## src/rtl/di_table_loader_pkg.sv

```systemverilog
// Shared types for the DI table loader: FSM encodings, error codes,
// well-known terminal addresses and the latched transfer configuration.
// Optional feature macro: DI_TABLE_VERIFY_EN (read-back verify phase).
package di_table_loader_pkg;

  localparam int unsigned TERM_ADDR_W = 16;
  localparam int unsigned REG_ADDR_W  = 32;
  localparam int unsigned STATUS_W    = 16;
  localparam int unsigned ERR_CODE_W  = 2;

  // Terminal addresses of the DI responders that hold loadable tables
  localparam logic [TERM_ADDR_W-1:0] TERM_GAMMA_LOOKUP  = 16'h0040;
  localparam logic [TERM_ADDR_W-1:0] TERM_DEGAMMA       = 16'h0041;
  localparam logic [TERM_ADDR_W-1:0] TERM_COLOR_MATRIX  = 16'h0050;
  localparam logic [TERM_ADDR_W-1:0] TERM_DITHER_TABLE  = 16'h0060;

  typedef enum logic [2:0] {
    ST_IDLE      = 3'd0,
    ST_SETUP     = 3'd1,
    ST_WRITE     = 3'd2,
    ST_REWIND    = 3'd3,
    ST_READ_REQ  = 3'd4,
    ST_READ_WAIT = 3'd5,
    ST_DONE      = 3'd6,
    ST_ERROR     = 3'd7
  } state_e;

  typedef enum logic [ERR_CODE_W-1:0] {
    ERR_NONE    = 2'd0,
    ERR_TIMEOUT = 2'd1,
    ERR_STATUS  = 2'd2,
    ERR_VERIFY  = 2'd3
  } err_code_e;

  // Configuration captured when a transfer is accepted
  typedef struct packed {
    logic [TERM_ADDR_W-1:0] term_addr;
    logic [REG_ADDR_W-1:0]  base_addr;
  } xfer_cfg_t;

  // Register address of word 'idx' of a table; wraps modulo 2**32
  function automatic logic [REG_ADDR_W-1:0] table_addr(
    input logic [REG_ADDR_W-1:0] base,
    input logic [REG_ADDR_W-1:0] idx
  );
    return base + idx;
  endfunction

endpackage

```

## src/rtl/di_table_loader_wait_timer.sv

```systemverilog
// di_wait_timer: loadable down-counter bounding every wait on the DI
// responder. Reloaded on each claim/beat; expired once the full budget of
// enabled cycles has elapsed without a reload.
module di_wait_timer #(
  parameter int unsigned TIMEOUT_CYCLES = 1024
) (
  input  logic if_clk,
  input  logic resetb,
  input  logic load_i,
  input  logic en_i,
  output logic expired_o
);

  localparam int unsigned CW = $clog2(TIMEOUT_CYCLES + 1);

  logic [CW-1:0] cnt_q;
  logic [CW-1:0] cnt_d;

  // Next count: reload wins over countdown; saturate at zero
  always_comb begin
    cnt_d = cnt_q;
    if (load_i) begin
      cnt_d = CW'(TIMEOUT_CYCLES);
    end else if (en_i && (cnt_q != '0)) begin
      cnt_d = cnt_q - CW'(1);
    end
  end

  // Counter register
  always_ff @(posedge if_clk or negedge resetb) begin
    if (!resetb) begin
      cnt_q <= '0;
    end else begin
      cnt_q <= cnt_d;
    end
  end

  assign expired_o = en_i & (cnt_q == '0);

endmodule

```

## src/rtl/di_table_loader.sv

```systemverilog
// di_table_loader: DI-bus initiator streaming a table from an upstream
// source into sequential registers of one DI terminal, with done/error
// reporting. Define DI_TABLE_VERIFY_EN to add a read-back verify phase;
// without it the read outputs and src_rewind are tied low.
module di_table_loader
  import di_table_loader_pkg::*;
#(
  parameter int unsigned DI_DATA_WIDTH  = 16,
  parameter int unsigned CNT_WIDTH      = 11,
  parameter int unsigned TIMEOUT_CYCLES = 1024
) (
  input  logic                     if_clk,
  input  logic                     resetb,
  input  logic                     start,
  input  logic [TERM_ADDR_W-1:0]   cfg_term_addr,
  input  logic [REG_ADDR_W-1:0]    cfg_base_addr,
  input  logic [CNT_WIDTH-1:0]     cfg_count,
  input  logic                     src_valid,
  input  logic [DI_DATA_WIDTH-1:0] src_data,
  output logic                     src_ready,
  output logic                     src_rewind,
  output logic [TERM_ADDR_W-1:0]   di_term_addr,
  output logic [REG_ADDR_W-1:0]    di_reg_addr,
  output logic                     di_write_mode,
  output logic                     di_write,
  output logic [DI_DATA_WIDTH-1:0] di_reg_datai,
  output logic                     di_read_mode,
  output logic                     di_read_req,
  output logic                     di_read,
  input  logic                     di_write_rdy,
  input  logic                     di_read_rdy,
  input  logic [DI_DATA_WIDTH-1:0] di_reg_datao,
  input  logic [STATUS_W-1:0]      di_transfer_status,
  input  logic                     di_en,
  output logic                     busy,
  output logic                     done,
  output logic                     error,
  output logic [ERR_CODE_W-1:0]    err_code
);

  state_e                  state_q, state_d;
  xfer_cfg_t               cfg_q, cfg_d;
  logic [CNT_WIDTH-1:0]    count_q, count_d;
  logic [CNT_WIDTH-1:0]    idx_q, idx_d;
  logic [TERM_ADDR_W-1:0]  term_addr_q, term_addr_d;
  logic [REG_ADDR_W-1:0]   reg_addr_q, reg_addr_d;
  logic                    write_mode_q, write_mode_d;
  logic                    busy_q, busy_d;
  logic                    done_q, done_d;
  logic                    error_q, error_d;
  err_code_e               err_code_q, err_code_d;

  logic                    wr_phase;
  logic                    wr_beat;
  logic                    tmr_load;
  logic                    tmr_en;
  logic                    tmr_expired;
  logic                    err_go;
  err_code_e               err_sel;
  logic [CNT_WIDTH-1:0]    idx_inc;
  logic [REG_ADDR_W-1:0]   addr_next;
  logic                    last_word;

`ifdef DI_TABLE_VERIFY_EN
  logic                    read_mode_q, read_mode_d;
  logic                    read_req_q, read_req_d;
  logic                    rewind_q, rewind_d;
  logic                    rd_phase;
  logic                    rd_beat;
  logic                    rd_match;
`else
  logic                    unused_read_c;
`endif

  // Beat index bookkeeping shared by the write and read phases
  assign idx_inc   = idx_q + CNT_WIDTH'(1);
  assign addr_next = table_addr(cfg_q.base_addr, REG_ADDR_W'(idx_inc));
  assign last_word = (idx_inc == count_q);

  // Write-phase handshake is combinational so a beat costs one cycle
  assign wr_phase     = (state_q == ST_WRITE);
  assign di_write     = wr_phase & src_valid;
  assign wr_beat      = di_write & di_write_rdy;
  assign di_reg_datai = di_write ? src_data : '0;

`ifdef DI_TABLE_VERIFY_EN
  // Read-back: a word is consumed once both responder and source present it
  assign rd_phase   = (state_q == ST_READ_WAIT);
  assign rd_beat    = rd_phase & di_read_rdy & src_valid;
  assign rd_match   = (di_reg_datao == src_data);
  assign di_read    = rd_beat & rd_match;
  assign src_ready  = wr_beat | rd_beat;
  assign tmr_en     = (state_q == ST_SETUP) | wr_phase | rd_phase;
  assign di_read_mode = read_mode_q;
  assign di_read_req  = read_req_q;
  assign src_rewind   = rewind_q;
`else
  assign src_ready    = wr_beat;
  assign tmr_en       = (state_q == ST_SETUP) | wr_phase;
  assign di_read      = 1'b0;
  assign di_read_mode = 1'b0;
  assign di_read_req  = 1'b0;
  assign src_rewind   = 1'b0;
  assign unused_read_c = di_read_rdy ^ (^di_reg_datao);
`endif

  di_wait_timer #(
    .TIMEOUT_CYCLES (TIMEOUT_CYCLES)
  ) u_wait_timer (
    .if_clk    (if_clk),
    .resetb    (resetb),
    .load_i    (tmr_load),
    .en_i      (tmr_en),
    .expired_o (tmr_expired)
  );

  // Next-state and registered-output logic for the transfer sequencer
  always_comb begin
    state_d      = state_q;
    cfg_d        = cfg_q;
    count_d      = count_q;
    idx_d        = idx_q;
    term_addr_d  = term_addr_q;
    reg_addr_d   = reg_addr_q;
    write_mode_d = write_mode_q;
    busy_d       = busy_q;
    done_d       = 1'b0;
    error_d      = error_q;
    err_code_d   = err_code_q;
`ifdef DI_TABLE_VERIFY_EN
    read_mode_d  = read_mode_q;
    read_req_d   = 1'b0;
    rewind_d     = 1'b0;
`endif
    tmr_load     = 1'b0;
    err_go       = 1'b0;
    err_sel      = ERR_NONE;

    case (state_q)
      ST_IDLE: begin
        if (start) begin
          cfg_d.term_addr = cfg_term_addr;
          cfg_d.base_addr = cfg_base_addr;
          count_d         = cfg_count;
          idx_d           = '0;
          error_d         = 1'b0;
          err_code_d      = ERR_NONE;
          busy_d          = 1'b1;
          if (cfg_count == '0) begin
            state_d = ST_DONE;
            done_d  = 1'b1;
          end else begin
            state_d      = ST_SETUP;
            term_addr_d  = cfg_term_addr;
            reg_addr_d   = cfg_base_addr;
            write_mode_d = 1'b1;
            tmr_load     = 1'b1;
          end
        end
      end

      ST_SETUP: begin
        if (di_transfer_status != '0) begin
          err_go  = 1'b1;
          err_sel = ERR_STATUS;
        end else if (di_en && di_write_rdy) begin
          state_d  = ST_WRITE;
          tmr_load = 1'b1;
        end else if (tmr_expired) begin
          err_go  = 1'b1;
          err_sel = ERR_TIMEOUT;
        end
      end

      ST_WRITE: begin
        if (wr_beat) begin
          idx_d      = idx_inc;
          reg_addr_d = addr_next;
          tmr_load   = 1'b1;
          if (last_word) begin
            write_mode_d = 1'b0;
`ifdef DI_TABLE_VERIFY_EN
            state_d     = ST_REWIND;
            rewind_d    = 1'b1;
            read_mode_d = 1'b1;
            idx_d       = '0;
            reg_addr_d  = cfg_q.base_addr;
`else
            state_d     = ST_DONE;
            done_d      = 1'b1;
            term_addr_d = '0;
            reg_addr_d  = '0;
`endif
          end
        end else if (tmr_expired) begin
          err_go  = 1'b1;
          err_sel = ERR_TIMEOUT;
        end
      end

`ifdef DI_TABLE_VERIFY_EN
      ST_REWIND: begin
        state_d    = ST_READ_REQ;
        read_req_d = 1'b1;
        tmr_load   = 1'b1;
      end

      ST_READ_REQ: begin
        state_d = ST_READ_WAIT;
      end

      ST_READ_WAIT: begin
        if (rd_beat) begin
          if (!rd_match) begin
            err_go  = 1'b1;
            err_sel = ERR_VERIFY;
          end else if (last_word) begin
            state_d     = ST_DONE;
            done_d      = 1'b1;
            read_mode_d = 1'b0;
            term_addr_d = '0;
            reg_addr_d  = '0;
          end else begin
            state_d    = ST_READ_REQ;
            read_req_d = 1'b1;
            idx_d      = idx_inc;
            reg_addr_d = addr_next;
            tmr_load   = 1'b1;
          end
        end else if (tmr_expired) begin
          err_go  = 1'b1;
          err_sel = ERR_TIMEOUT;
        end
      end
`endif

      ST_DONE: begin
        state_d = ST_IDLE;
        busy_d  = 1'b0;
      end

      ST_ERROR: begin
        state_d = ST_IDLE;
        busy_d  = 1'b0;
      end

      default: begin
        state_d = ST_IDLE;
      end
    endcase

    // Abort: idle the bus, flag the cause and pulse done on entry
    if (err_go) begin
      state_d      = ST_ERROR;
      done_d       = 1'b1;
      error_d      = 1'b1;
      err_code_d   = err_sel;
      term_addr_d  = '0;
      reg_addr_d   = '0;
      write_mode_d = 1'b0;
`ifdef DI_TABLE_VERIFY_EN
      read_mode_d  = 1'b0;
      read_req_d   = 1'b0;
`endif
    end
  end

  // State and output registers
  always_ff @(posedge if_clk or negedge resetb) begin
    if (!resetb) begin
      state_q      <= ST_IDLE;
      cfg_q        <= '0;
      count_q      <= '0;
      idx_q        <= '0;
      term_addr_q  <= '0;
      reg_addr_q   <= '0;
      write_mode_q <= 1'b0;
      busy_q       <= 1'b0;
      done_q       <= 1'b0;
      error_q      <= 1'b0;
      err_code_q   <= ERR_NONE;
`ifdef DI_TABLE_VERIFY_EN
      read_mode_q  <= 1'b0;
      read_req_q   <= 1'b0;
      rewind_q     <= 1'b0;
`endif
    end else begin
      state_q      <= state_d;
      cfg_q        <= cfg_d;
      count_q      <= count_d;
      idx_q        <= idx_d;
      term_addr_q  <= term_addr_d;
      reg_addr_q   <= reg_addr_d;
      write_mode_q <= write_mode_d;
      busy_q       <= busy_d;
      done_q       <= done_d;
      error_q      <= error_d;
      err_code_q   <= err_code_d;
`ifdef DI_TABLE_VERIFY_EN
      read_mode_q  <= read_mode_d;
      read_req_q   <= read_req_d;
      rewind_q     <= rewind_d;
`endif
    end
  end

  assign di_term_addr  = term_addr_q;
  assign di_reg_addr   = reg_addr_q;
  assign di_write_mode = write_mode_q;
  assign busy          = busy_q;
  assign done          = done_q;
  assign error         = error_q;
  assign err_code      = err_code_q;

endmodule

```

## config.mk

```make
export PLATFORM = sky130hd
export DESIGN_NAME = di_table_loader
export DESIGN_NICKNAME = d
export VERILOG_FILES = /design/src/rtl/di_table_loader_pkg.sv /design/src/rtl/di_table_loader_wait_timer.sv /design/src/rtl/di_table_loader.sv
export SDC_FILE = /design/constraint.sdc
export NUM_CORES = 1
export LEC_CHECK = 0
export CAP_MARGIN = 20
export CORE_UTILIZATION = 49
export CTS_CLUSTER_DIAMETER = 120
export DETAILED_ROUTE_END_ITERATION = 7
export GPL_TIMING_DRIVEN = 0
export PLACE_DENSITY = 0.9
export SETUP_SLACK_MARGIN = 0.4
export SKIP_LAST_GASP = 1
export SLEW_MARGIN = 20
export SYNTH_ARGS = -nofsm -noshare
export SYNTH_HDL_FRONTEND = slang
export SYNTH_HIERARCHICAL = 1
export SYNTH_SLANG_ARGS = --single-unit
```

## constraint.sdc

```tcl
create_clock -name if_clk -period 4.65 [get_ports if_clk]
set_clock_uncertainty 0.2 [all_clocks]
set_input_delay 0.93 -clock if_clk [delete_from_list [all_inputs] [get_ports if_clk]]
set_output_delay 0.93 -clock if_clk [all_outputs]
set_load 0.05 [all_outputs]
```

# --- Word level (Yosys, flattened, before mapping) ---
# Index checks and enable logic that the tools add are counted.
word_totals:
  reg_bits: 122
  inputBits: 114
  output_inout_bits: 76
  elab_cells: 115
classes:
  add_sub_neg: 3
  n_eq_ne: 13
  mux: 62
  bitwise_logic: 4
  n_reduce_logical: 21
op_table:
  columns: ["operator", "count"]
  rows:
  - ["32-bit two-way mux", 5]
  - ["16-bit two-way mux", 6]
  - ["32-bit one-hot mux with 2 select lines", 1]
  - ["11-bit two-way mux", 4]
  - ["32-bit by 11-bit adder with 32-bit output", 1]
  - ["16-bit one-hot mux with 2 select lines", 1]
  - ["1-bit two-way mux", 25]
  - ["11-bit zero test", 2]
  - ["11-bit one-hot mux with 2 select lines", 1]
  - ["3-bit two-way mux", 7]
  - ["16-bit nonzero test", 1]
  - ["11-bit by 1-bit adder with 11-bit output (second input constant)", 1]
  - ["11-bit equality test", 1]
  - ["11-bit nonzero test", 1]
  - ["11-bit by 1-bit subtractor with 11-bit output (second input constant)", 1]
  - ["2-bit two-way mux", 5]
  - ["5-bit AND reduction", 2]
  - ["2-bit nonzero test", 5]
  - ["3-bit inequality test (second input constant)", 3]
  - ["3-bit one-hot mux with 3 select lines", 1]
  - ["1-bit one-hot mux with 2 select lines", 4]
  - ["3-bit equality test (second input constant)", 2]
  - ["3-bit by 2-bit inequality test with 1-bit output (second input constant)", 2]
  - ["2-bit AND reduction", 3]
  - ["14 further kinds", 18]

# --- Logic depth before layout (Yosys ltp) ---
# Gate-level depths: netlist (run 1).
depth:
  depth_word: 9
  ltp_mapped: 17
  ltp_nobuf: 13

# --- Hierarchy ---
# The synthesis (run 1) kept the hierarchy.
modules_own_cells:
  columns: ["module", "n_inst", "cells_per_inst", "area_per_inst_um2", "seq_area_each_um2"]
  rows:
  - ["di_table_loader", 1, 748, 6497.5, 2777.7]
  - ["di_wait_timer", 1, 64, 629.4, 275.3]

# --- Least setup slack after synthesis (run 1) ---
# No wires, ideal clock.
synth_timing:
  path_kind: "register -> register"
  start: "register idx_q[0]"
  end: "register reg_addr_q[15], in the netlist di_reg_addr[15]"
  setup_ns: 0.123
  t_arrival_ns: 3.391
  required_ns: 4.327
  setup_slack_ns: 0.936
  path_stages_with_launch: 17
  n_path_buf: 4
  synth_period_minus_slack_ns: 3.714
  cell_sequence: "dfrtp_1 ha_1 and4_1 buf_6 and3_4 buf_6 and3_1 xor2_1 ha_1 buf_1 nand2_1 a2111o_1 a31o_2 clkbuf_1 xnor2_1 a221oi_2 nor2_1"
synth_via:
  elab_chain_len: 6
  word_cells_on_any_way: 7
  cone_classes: "2 x add/sub; 1 x eq/ne; 4 x mux"
synth_rtl:
  columns: ["element", "line_no", "text"]
  rows:
  - ["start, declared", "di_table_loader.sv:44", "logic [CNT_WIDTH-1:0] idx_q, idx_d;"]
  - ["start signal, assigned", "di_table_loader.sv:291", "idx_q <= idx_d;"]
  - ["11-bit by 1-bit adder with 11-bit output (*)", "di_table_loader.sv:76", "assign idx_inc = idx_q + CNT_WIDTH'(1);"]
  - ["32-bit by 11-bit adder with 32-bit output or 11-bit equality test (tied branches)", "di_table_loader_pkg.sv:46, di_table_loader.sv:78", null]
  - ["32-bit two-way mux (*)", "di_table_loader.sv:180", "if (last_word) begin"]
  - ["32-bit two-way mux (*)", "di_table_loader.sv:176", "if (wr_beat) begin"]
  - ["32-bit one-hot mux with 2 select lines (*)", "di_table_loader.sv:139", "case (state_q)"]
  - ["32-bit two-way mux (*)", "di_table_loader.sv:253", "if (err_go) begin"]
  - ["end signal, assigned", "di_table_loader.sv:293", "reg_addr_q <= reg_addr_d;"]
  - ["end, declared", "di_table_loader.sv:46", "logic [REG_ADDR_W-1:0] reg_addr_q, reg_addr_d;"]
# Mark *: on every way between the ends. The rest lies on a longest branch, timed or not. The select of a mux whose other input is x is not followed.
# A chain may end at the register's enable or synchronous reset.

# --- Worst setup path in the final report (run 1) ---
layout_timing:
  start: "input port src_valid"
  end: "output port di_write"
layout_via:
  elab_chain_len: 1
layout_rtl:
  columns: ["element", "line_no", "text"]
  rows:
  - ["start, declared", "di_table_loader.sv:18", "input logic src_valid,"]
  - ["1-bit AND", "di_table_loader.sv:82", "assign di_write = wr_phase & src_valid;"]
  - ["end, declared", "di_table_loader.sv:25", "output logic di_write,"]
# No other way between the ends.

==> results of run 1 <==
==> cell families after synthesis <==
kind of cell / synth area share (%)
other: 0.0526
buffers and inverters: 4.41
adder cells (fa/ha/maj): 3.27
flip-flops: 42.8
multiplexers: 0.579
AO/OA/AOI/OAI: 19.6
AND/OR/NAND/NOR: 23.8
XOR/XNOR: 5.53
==> cells in the final DEF, fill, tap and decap left out, types with 19 or more instances in the layout <==
| cell | n |
|---|---|
| o21ai_0 | 33 |
| a21oi_1 | 35 |
| xor2_1 | 20 |
| clkbuf_1 | 31 |
| nor2_1 | 71 |
| dfrtp_1 | 122 |
| and2_1 | 19 |
| xnor2_1 | 25 |
| clkdlybuf4s50_1 | 157 |
| nand3_1 | 27 |
| nand2_1 | 184 |
==> path summary, 6_finish.rpt <==
| check | slack (ns) | end | cells past startpoint | start |
|---|---|---|---|---|
| worst min-delay path | 0.25 | u_wait_timer/cnt_q[8]$_DFFE_PN0P_ | 1 | resetb |
| worst max register to register | 0.69 | di_reg_addr[31]$_DFFE_PN0P_ | 16 | idx_q[0]$_DFFE_PN0P_ |
| worst min register to register | 0.28 | u_wait_timer/cnt_q[10]$_DFFE_PN0P_ | 1 | u_wait_timer/cnt_q[10]$_DFFE_PN0P_ |
| min in group if_clk | 0.28 | u_wait_timer/cnt_q[10]$_DFFE_PN0P_ | 1 | u_wait_timer/cnt_q[10]$_DFFE_PN0P_ |
| worst max-delay path | 0.52 | di_write | 5 | src_valid |
| max in group asynchronous | 3.26 | di_reg_addr[10]$_DFFE_PN0P_ | 2 | resetb |
==> critical path, stage by stage <==
cell and delay [ns]:
clkdlybuf4s50_1 0.55, inv_1 0.10, nor2_4 0.26, clkbuf_1 0.29, clkdlybuf4s50_1 0.87
==> what timing repair did <==
action | in CTS | in global routing
setup endpoints to repair | 12 | 10
resized for setup | 14 | 4
hold buffers | 0 | 0
==> cell type report <==
| cell class | instances | area (um^2) |
|---|---|---|
| Buffer | 48 | 250 |
| Clock inverter | 7 | 90.1 |
| Fill cell | 1063 | 4390 |
| Inverter | 18 | 67.6 |
| Tap cell | 180 | 225 |
| Clock buffer | 24 | 492 |
| Timing Repair Buffer | 169 | 1700 |
| Sequential cell | 122 | 3050 |
| Multi-Input combinational cell | 627 | 3780 |
==> per-layer routing <==
metal | share of wire (%) | vias up | track usage (%) | wire length [um]
met3 | 8.3 | 48 | 8.32 | 1760
met4 | 2.6 | 0 | 11.9 | 558
met2 | 51 | 330 | 51.9 | 10700
met1 | 38 | 3320 | 35.2 | 8150
met5 | 0 | - | 0 | 0
li1 | - | 3211 | - | -
==> stage by stage <==
step / cells / area (um^2) / TNS, ns / hold slack (ns) / setup slack, ns
3_5_place_dp: 1164 / 9070 / -0.431 / 0.269 / -0.431
4_1_cts: 1195 / 9650 / 0 / 0.269 / 0.426
5_1_grt: 1195 / 9660 / 0 / 0.282 / 0.416
6_report: 1195 / 9660 / 0 / 0.250 / 0.520
3_3_place_gp: 1163 / 9040 / -274.45 / 0.262 / -2.26
2_1_floorplan: 815 / 7140 / 0 / 0.251 / 0.936
==> sequential cells by signal, summed over array words and instances, names as in the netlist <==
name and cells:
cfg_q 32, di_reg_addr 32, di_term_addr 16, count_q 11, idx_q 11, u_wait_timer/cnt_q 11
state_q 3, err_code 2, busy 1, di_write_mode 1, done 1, error 1
==> power by group through the flow <==
stage	combinational (mW)	clock (mW)	sequential [mW]
2_1_floorplan	1.97	0	2.62
3_3_place_gp	3.79	0	1.91
3_5_place_dp	3.90	0	1.93
4_1_cts	3.93	1.32	1.93
5_1_grt	4.24	1.38	1.99
6_report	3.95	1.32	1.94
==> impl_metrics.json, run 1 <==
{
  "outcome": "finished, final reports clean",
  "synthArstFlopShare_pct": 100,
  "clockBufferDepth": 2,
  "worstPathArrival_ns": 3.00,
  "drt-pass1-iter-count": 5,
  "drt_iter0_drc": 454,
  "grt_util_all_layers_pct": 30.0,
  "synthCells": 812,
  "avgSynthCellArea_um2": 8.78,
  "synth_area_um2": 7130,
  "grt_pass1_wl_um": 34200,
  "synth_edf_count": 0,
  "end_kind": "output pin",
  "yosysTopAreaCell": "dfrtp_1",
  "finalCritPeriodShare_pct": 88.8,
  "io_buffers": 168,
  "ys.flop_type": "dfrtp_1",
  "post-route-drc-count": 0,
  "nets": 1135,
  "routed-via-count": 6909,
  "yosysMostFrequentCell": "nand2_1",
  "hold_viol": 0,
  "fmax_ghz": 0.242,
  "ys_seq_elements": 122,
  "fp.dieArea_um2": 15000,
  "antenna_found_initial": 0,
  "p_sw_mw": 3.46,
  "p_leak_nw": 4.21,
  "clk_pin_slew_ns": 0.05,
  "area_growth_syn_to_layout_pct": 35.5,
  "clkLatencyLatePin_ns": 0.42,
  "ctsHtreeMaxLevel": 4,
  "tightest_slew_ns": 0.795,
  "ys_top_cells_by_area": "dfrtp_1 43%, nand2_1 9.7%, nor2_1 3.8%",
  "cp-start-kind": "input pin",
  "grt_max_degree": 72,
  "layout-drive-gt1-share_pct": 9.16,
  "post-route-min-period_ns": 4.13,
  "p_total_mw": 7.20,
  "p_int_mw": 3.74,
  "max_cap_viol_count": 0,
  "crit_required_ns": 3.52,
  "num_rows": 43,
  "synth.yosys.warnings": 6,
  "wl_um": 21200,
  "critPathKind": "input pin to output pin",
  "critPathMaxFanout": 10,
  "maxSlewViolCount": 0,
  "cts_buffers": 17,
  "ios": 190,
  "cts_tree": "done",
  "seqPwrFrac_pct": 26.9,
  "die_w_um": 123,
  "p_per_area_nw_per_um2": 746,
  "synth_common_cells": "184 x nand2_1, 122 x dfrtp_1, 72 x nor2_1",
  "comb_power_share_pct": 54.8,
  "rsz0062_at_grt": "false",
  "grt_pass1_vias": 6968,
  "synth_seq_area_share_pct": 42.8,
  "die_h_um": 123,
  "grt_overflow": 0,
  "cts_num_sinks": 122,
  "post_drt_wl_per_cell_um": 17.7,
  "synth_top_area_share_pct": 42.8,
  "final_antenna_net_count": 0,
  "core_area_um2": 14000,
  "vias_per_cell": 5.78,
  "switching_share_pct": 48.1,
  "p_clk_share_pct": 18.3,
  "gp_congestion": 0.952,
  "peakVddDrop_v": 0.000450,
  "postLayoutCoreUtil_pct": 68.8,
  "initial_core_util_pct": 50.8,
  "dp_hpwl_um": 15400,
  "n_antenna_cell": 0,
  "post-cts-setup-buffers": 0,
  "min-delay-path-class": "input pin to async pin",
  "setup-violations-final": 0,
  "cts_root_buf": "clkbuf_16",
  "ys_types": 74,
  "slew_headroom_pct": 46.6
}
Note: power is estimated with default switching activity, not from simulation.
==> run 2: changes to the inputs <==
Settings changed: CORE_MARGIN set to 5, GPL_ROUTABILITY_DRIVEN set to 0.
==> impl_metrics.json, run 2 (synthesis gave the netlist of run 1 again) <==
{
  "antenna_found_initial": 0,
  "core_area_um2": 14400,
  "p_leak_nw": 4.25,
  "area_growth_syn_to_layout_pct": 36.1,
  "vias_per_cell": 5.86,
  "critPathTopFamily": "buffers and inverters",
  "die_w_um": 131,
  "dp_hpwl_um": 16400,
  "grt_pass1_wl_um": 34800,
  "cts_buffers": 17,
  "clk_pin_slew_ns": 0.05,
  "crit_required_ns": 3.52,
  "grt_overflow": 0,
  "p_per_area_nw_per_um2": 754,
  "final_antenna_net_count": 0,
  "cts_num_sinks": 122,
  "num_rows": 44,
  "max_cap_viol_count": 0,
  "layout_commonest_cell": "nand2_1",
  "post-route-min-period_ns": 4.09,
  "post-route-drc-count": 0,
  "cp-start-kind": "input pin",
  "wl_um": 22100,
  "critPathSlowestCell": "dlygate4sd2_1",
  "slew_headroom_pct": 48.4,
  "rsz0062_at_grt": "false",
  "tightest_slew_ns": 0.768,
  "r2r-start": "idx_q[0]$_DFFE_PN0P_",
  "nets": 1135,
  "final_area_um2": 9700,
  "drt_iter0_drc": 644,
  "setup-violations-final": 0,
  "min-delay-path-class": "input pin to async pin",
  "peakVddDrop_v": 0.000508,
  "outcome": "finished, final reports clean",
  "rr_worst_depth": 16,
  "ios": 190,
  "worstPathArrival_ns": 2.96,
  "post_drt_wl_per_cell_um": 18.4,
  "nFillCells": 1084,
  "fp.dieArea_um2": 17100,
  "final_cells": 1199,
  "ctsHtreeMaxLevel": 4,
  "critPathMaxFanout": 10,
  "fmax_ghz": 0.245,
  "drt-pass1-iter-count": 5,
  "dp_slack_ns": -0.306,
  "p_total_mw": 7.31,
  "cts_root_buf": "clkbuf_16",
  "hold_viol": 0,
  "clkLatencyLatePin_ns": 0.43,
  "layout_common_cells": "184 x nand2_1, 156 x clkdlybuf4s50_1, 122 x dfrtp_1, 71 x nor2_1, 35 x a21oi_1",
  "clockBufferDepth": 2,
  "post-cts-setup-buffers": 0,
  "place_inst": 1168,
  "cts_hold_buf": 0,
  "place_area_um2": 9080,
  "regToRegSetupSlack_ns": 0.59,
  "maxSlewViolCount": 0,
  "grt_util_all_layers_pct": 26.4,
  "finalCritPeriodShare_pct": 87.9,
  "worst_slack_ns": 0.561,
  "initial_core_util_pct": 49.4,
  "cts-resized-gates": 12,
  "grt_pass1_vias": 7020,
  "die_h_um": 131,
  "layout-drive-gt1-share_pct": 9.56,
  "whs_ns": 0.252,
  "cts_tree": "done",
  "critPathMaxStageDelay_ns": 0.55,
  "crit_cells": 6,
  "io_buffers": 168,
  "path_cells": "clkdlybuf4s50_1, inv_1, nor2_2, clkbuf_2, and2_1, dlygate4sd2_1",
  "end_kind": "output pin",
  "r2r_end": "di_reg_addr[18]$_DFFE_PN0P_",
  "routed-via-count": 7025,
  "crit_buf_inv": 4,
  "n_antenna_cell": 0,
  "critPathKind": "input pin to output pin",
  "grt_max_degree": 71
}
-- run 2: cell count changes in the layout (fill, tap and decap cells not counted), sizes merged --
cell	delta
clkbuf	+4
buf	-1
clkinv	-1
clkdlybuf4s15	-1
bufinv	+1
clkinvlp	-1
clkdlybuf4s50	-1
-- run 2: through the flow --
step	setup TNS (ns)	utilization (%)
3_3_place_gp	-276.07	62.7
4_1_cts	0	67.3
2_1_floorplan	0	-
6_report	0	67.2
3_5_place_dp	-0.309	62.9
5_1_grt	0	67.2
-- run 2: how the worst max path moves through the flow --
stage          slack, ns                 start                     endpoint
6_report            0.56             src_valid              di_reg_datai[8]
5_1_grt             0.43  idx_q[0]$_DFFE_PN0P_  di_reg_addr[18]$_DFFE_PN0P_
4_1_cts             0.22             src_valid                    src_ready
3_5_place_dp       -0.31             src_valid                    src_ready
3_3_place_gp       -2.27                resetb   di_reg_addr[8]$_DFFE_PN0P_
2_1_floorplan       0.94  idx_q[0]$_DFFE_PN0P_  di_reg_addr[15]$_DFFE_PN0P_
-- run 2: final cells by class --
type	instances	area [um^2]	share of cell area [%]
Buffer	48	251	2.59
Clock buffer	25	526	5.42
Clock inverter	6	108	1.11
Inverter	18	67.6	0.697
Multi-Input combinational cell	627	3770	38.9
Sequential cell	122	3050	31.5
Tap cell	184	230	2.37
Timing Repair Buffer	169	1690	17.4
-- run 2: per-layer routing --
layer	vias up	track usage [%]	wire length (um)
li1	3216	-	-
met1	3321	30.9	8060
met2	414	44.1	10700
met3	74	7.72	2330
met4	0	13.6	1010
met5	-	0	0
-- run 2: power by group --
part | total [mW] | leakage, nW | switching, mW | internal (mW)
logic | 3.96 | 2.42 | 2.60 | 1.36
clock network | 1.42 | 0.311 | 0.478 | 0.938
registers | 1.94 | 1.51 | 0.402 | 1.54
==> run 3: changes to the inputs <==
Settings changed: CORE_UTILIZATION 49 to 53, GPL_TIMING_DRIVEN 0 to not set, PLACE_DENSITY 0.9 to 0.95.
Clock period 4.65 ns to 4.9 ns, I/O delays scaled along.
==> impl_metrics.json, run 3 (synthesis gave the netlist of run 1 again) <==
{
  "area_growth_syn_to_layout_pct": 32.3,
  "p_sw_mw": 3.17,
  "regArea_um2": 3050,
  "critPathMaxFanout": 19,
  "clockBufferDepth": 2,
  "rsz0062_at_grt": "false",
  "end_kind": "output pin",
  "grt_pass1_vias": 6687,
  "tightest_slew_ns": 0.946,
  "r2r_end": "di_reg_addr[16]$_DFFE_PN0P_",
  "hold_viol": 0,
  "ios": 190,
  "ctsHtreeMaxLevel": 4,
  "final_antenna_net_count": 0,
  "layout_commonest_cell": "nand2_1",
  "cp-start-kind": "input pin",
  "cts_buffers": 17,
  "p_int_mw": 3.44,
  "grt_util_all_layers_pct": 25.0,
  "hold_start": "cfg_q[0]$_DFFE_PN0P_",
  "fp.dieArea_um2": 15900,
  "place_inst": 1124,
  "p_clk_share_pct": 17.1,
  "worstPathArrival_ns": 2.83,
  "p_per_area_nw_per_um2": 701,
  "clkLatencyLatePin_ns": 0.42,
  "num_rows": 42,
  "finalCritPeriodShare_pct": 81.9,
  "die_w_um": 126,
  "setup-violations-final": 0,
  "layout-drive-gt1-share_pct": 8.59,
  "cts_tree": "done",
  "clk_pin_slew_ns": 0.05,
  "min-delay-path-class": "flop to flop",
  "post-route-min-period_ns": 4.01,
  "peakVddDrop_v": 0.000479,
  "initial_core_util_pct": 54.0,
  "drt_iter0_drc": 441,
  "hold_end": "cfg_q[0]$_DFFE_PN0P_",
  "switching_share_pct": 48.0,
  "nets": 1099,
  "comb_power_share_pct": 55.0,
  "grt_overflow": 0,
  "hold_depth": 2,
  "max_cap_viol_count": 0,
  "post-cts-setup-buffers": 0,
  "maxSlewViolCount": 0,
  "p_leak_nw": 4.08,
  "setup_tns_ns": 0,
  "outcome": "finished, final reports clean",
  "cts_hold_buf": 0,
  "core_area_um2": 13200,
  "routed-via-count": 6675,
  "n_antenna_cell": 0,
  "vias_per_cell": 5.78,
  "post_drt_wl_per_cell_um": 17.2,
  "cts_root_buf": "clkbuf_16",
  "cts-resized-gates": 0,
  "rr_worst_depth": 13,
  "slew_headroom_pct": 36.8,
  "post-route-drc-count": 0,
  "wl_um": 19900,
  "r2r-start": "idx_q[0]$_DFFE_PN0P_",
  "die_h_um": 126,
  "regToRegSetupSlack_ns": 1.04,
  "p_total_mw": 6.61,
  "nFillCells": 939,
  "multiInputGateArea_um2": 3780,
  "critPathKind": "input pin to output pin",
  "final_cells": 1154,
  "dp_hpwl_um": 14100,
  "grt_max_degree": 69,
  "antenna_found_initial": 0,
  "grt_pass1_wl_um": 32200,
  "layout_common_cells": "184 x nand2_1, 164 x clkdlybuf4s50_1, 122 x dfrtp_1, 72 x nor2_1, 34 x a21oi_1",
  "seqPwrFrac_pct": 27.9,
  "fmax_ghz": 0.249,
  "crit_required_ns": 3.72,
  "drt-pass1-iter-count": 5,
  "cts_num_sinks": 122,
  "io_buffers": 168
}
==> run 3: cell count changes in the layout (fill, tap and decap cells not counted), moves of 5 or more <==
cell	change
buf_2	-8
buf_4	+12
buf_6	-5
clkbuf_1	-22
clkbuf_2	-6
clkdlybuf4s50_1	+8
dlygate4sd2_1	-9
==> run 3: worst max path at each step <==
stage	start	end	slack, ns
after floorplan	idx_q[0]$_DFFE_PN0P_	di_reg_addr[15]$_DFFE_PN0P_	1.19
after global placement	src_valid	di_reg_datai[10]	0.91
after detailed placement	src_valid	di_reg_datai[2]	0.90
after CTS	src_valid	di_reg_datai[11]	0.88
after global routing	idx_q[0]$_DFFE_PN0P_	di_reg_addr[16]$_DFFE_PN0P_	0.78
final	src_valid	di_reg_datai[2]	0.89
==> run 3: layout make-up <==
type,count,share of cell area (%)
clock buffers,28,5.48
clock inverters,2,0.106
inverters,18,0.717
multi-input cells,627,40.1
flip-flops and latches,122,32.4
well taps,176,2.34
repair buffers,181,18.9
==> run 3: through the flow <==
step | hold WS (ns) | area (um^2) | utilization, % | worst slack, ns
floorplan | 0.251 | 7140 | - | 1.19
global placement | 0.264 | 8900 | 67.5 | 0.911
detailed placement | 0.274 | 8900 | 67.5 | 0.895
CTS | 0.285 | 9430 | 71.5 | 0.880
global route | 0.309 | 9430 | 71.5 | 0.782
finish | 0.282 | 9430 | 71.5 | 0.886
==> run 3: power by group through the flow <==
stage	combinational (mW)	clock (mW)	sequential [mW]
2_1_floorplan	1.87	0	2.49
3_3_place_gp	3.51	0	1.82
3_5_place_dp	3.61	0	1.84
4_1_cts	3.64	1.14	1.84
5_1_grt	3.91	1.18	1.90
6_report	3.63	1.13	1.85
==> run 3: layer usage <==
| metal | routed length (um) | track usage, % | share of wire, % | vias to the layer above |
|---|---|---|---|---|
| li1 | - | - | - | 3139 |
| met1 | 7730 | 28.9 | 39 | 3159 |
| met2 | 9660 | 41.5 | 49 | 324 |
| met3 | 1840 | 8.89 | 9.2 | 53 |
| met4 | 679 | 12.0 | 3.4 | 0 |
| met5 | 0 | 0 | 0 | - |
==> run 3: worst max-delay path, stage by stage <==
cell and delay, ns:
clkdlybuf4s50_1 0.53, inv_1 0.06, nor2_1 0.10, buf_4 0.20, and2_1 0.15, clkdlybuf4s50_1 0.80
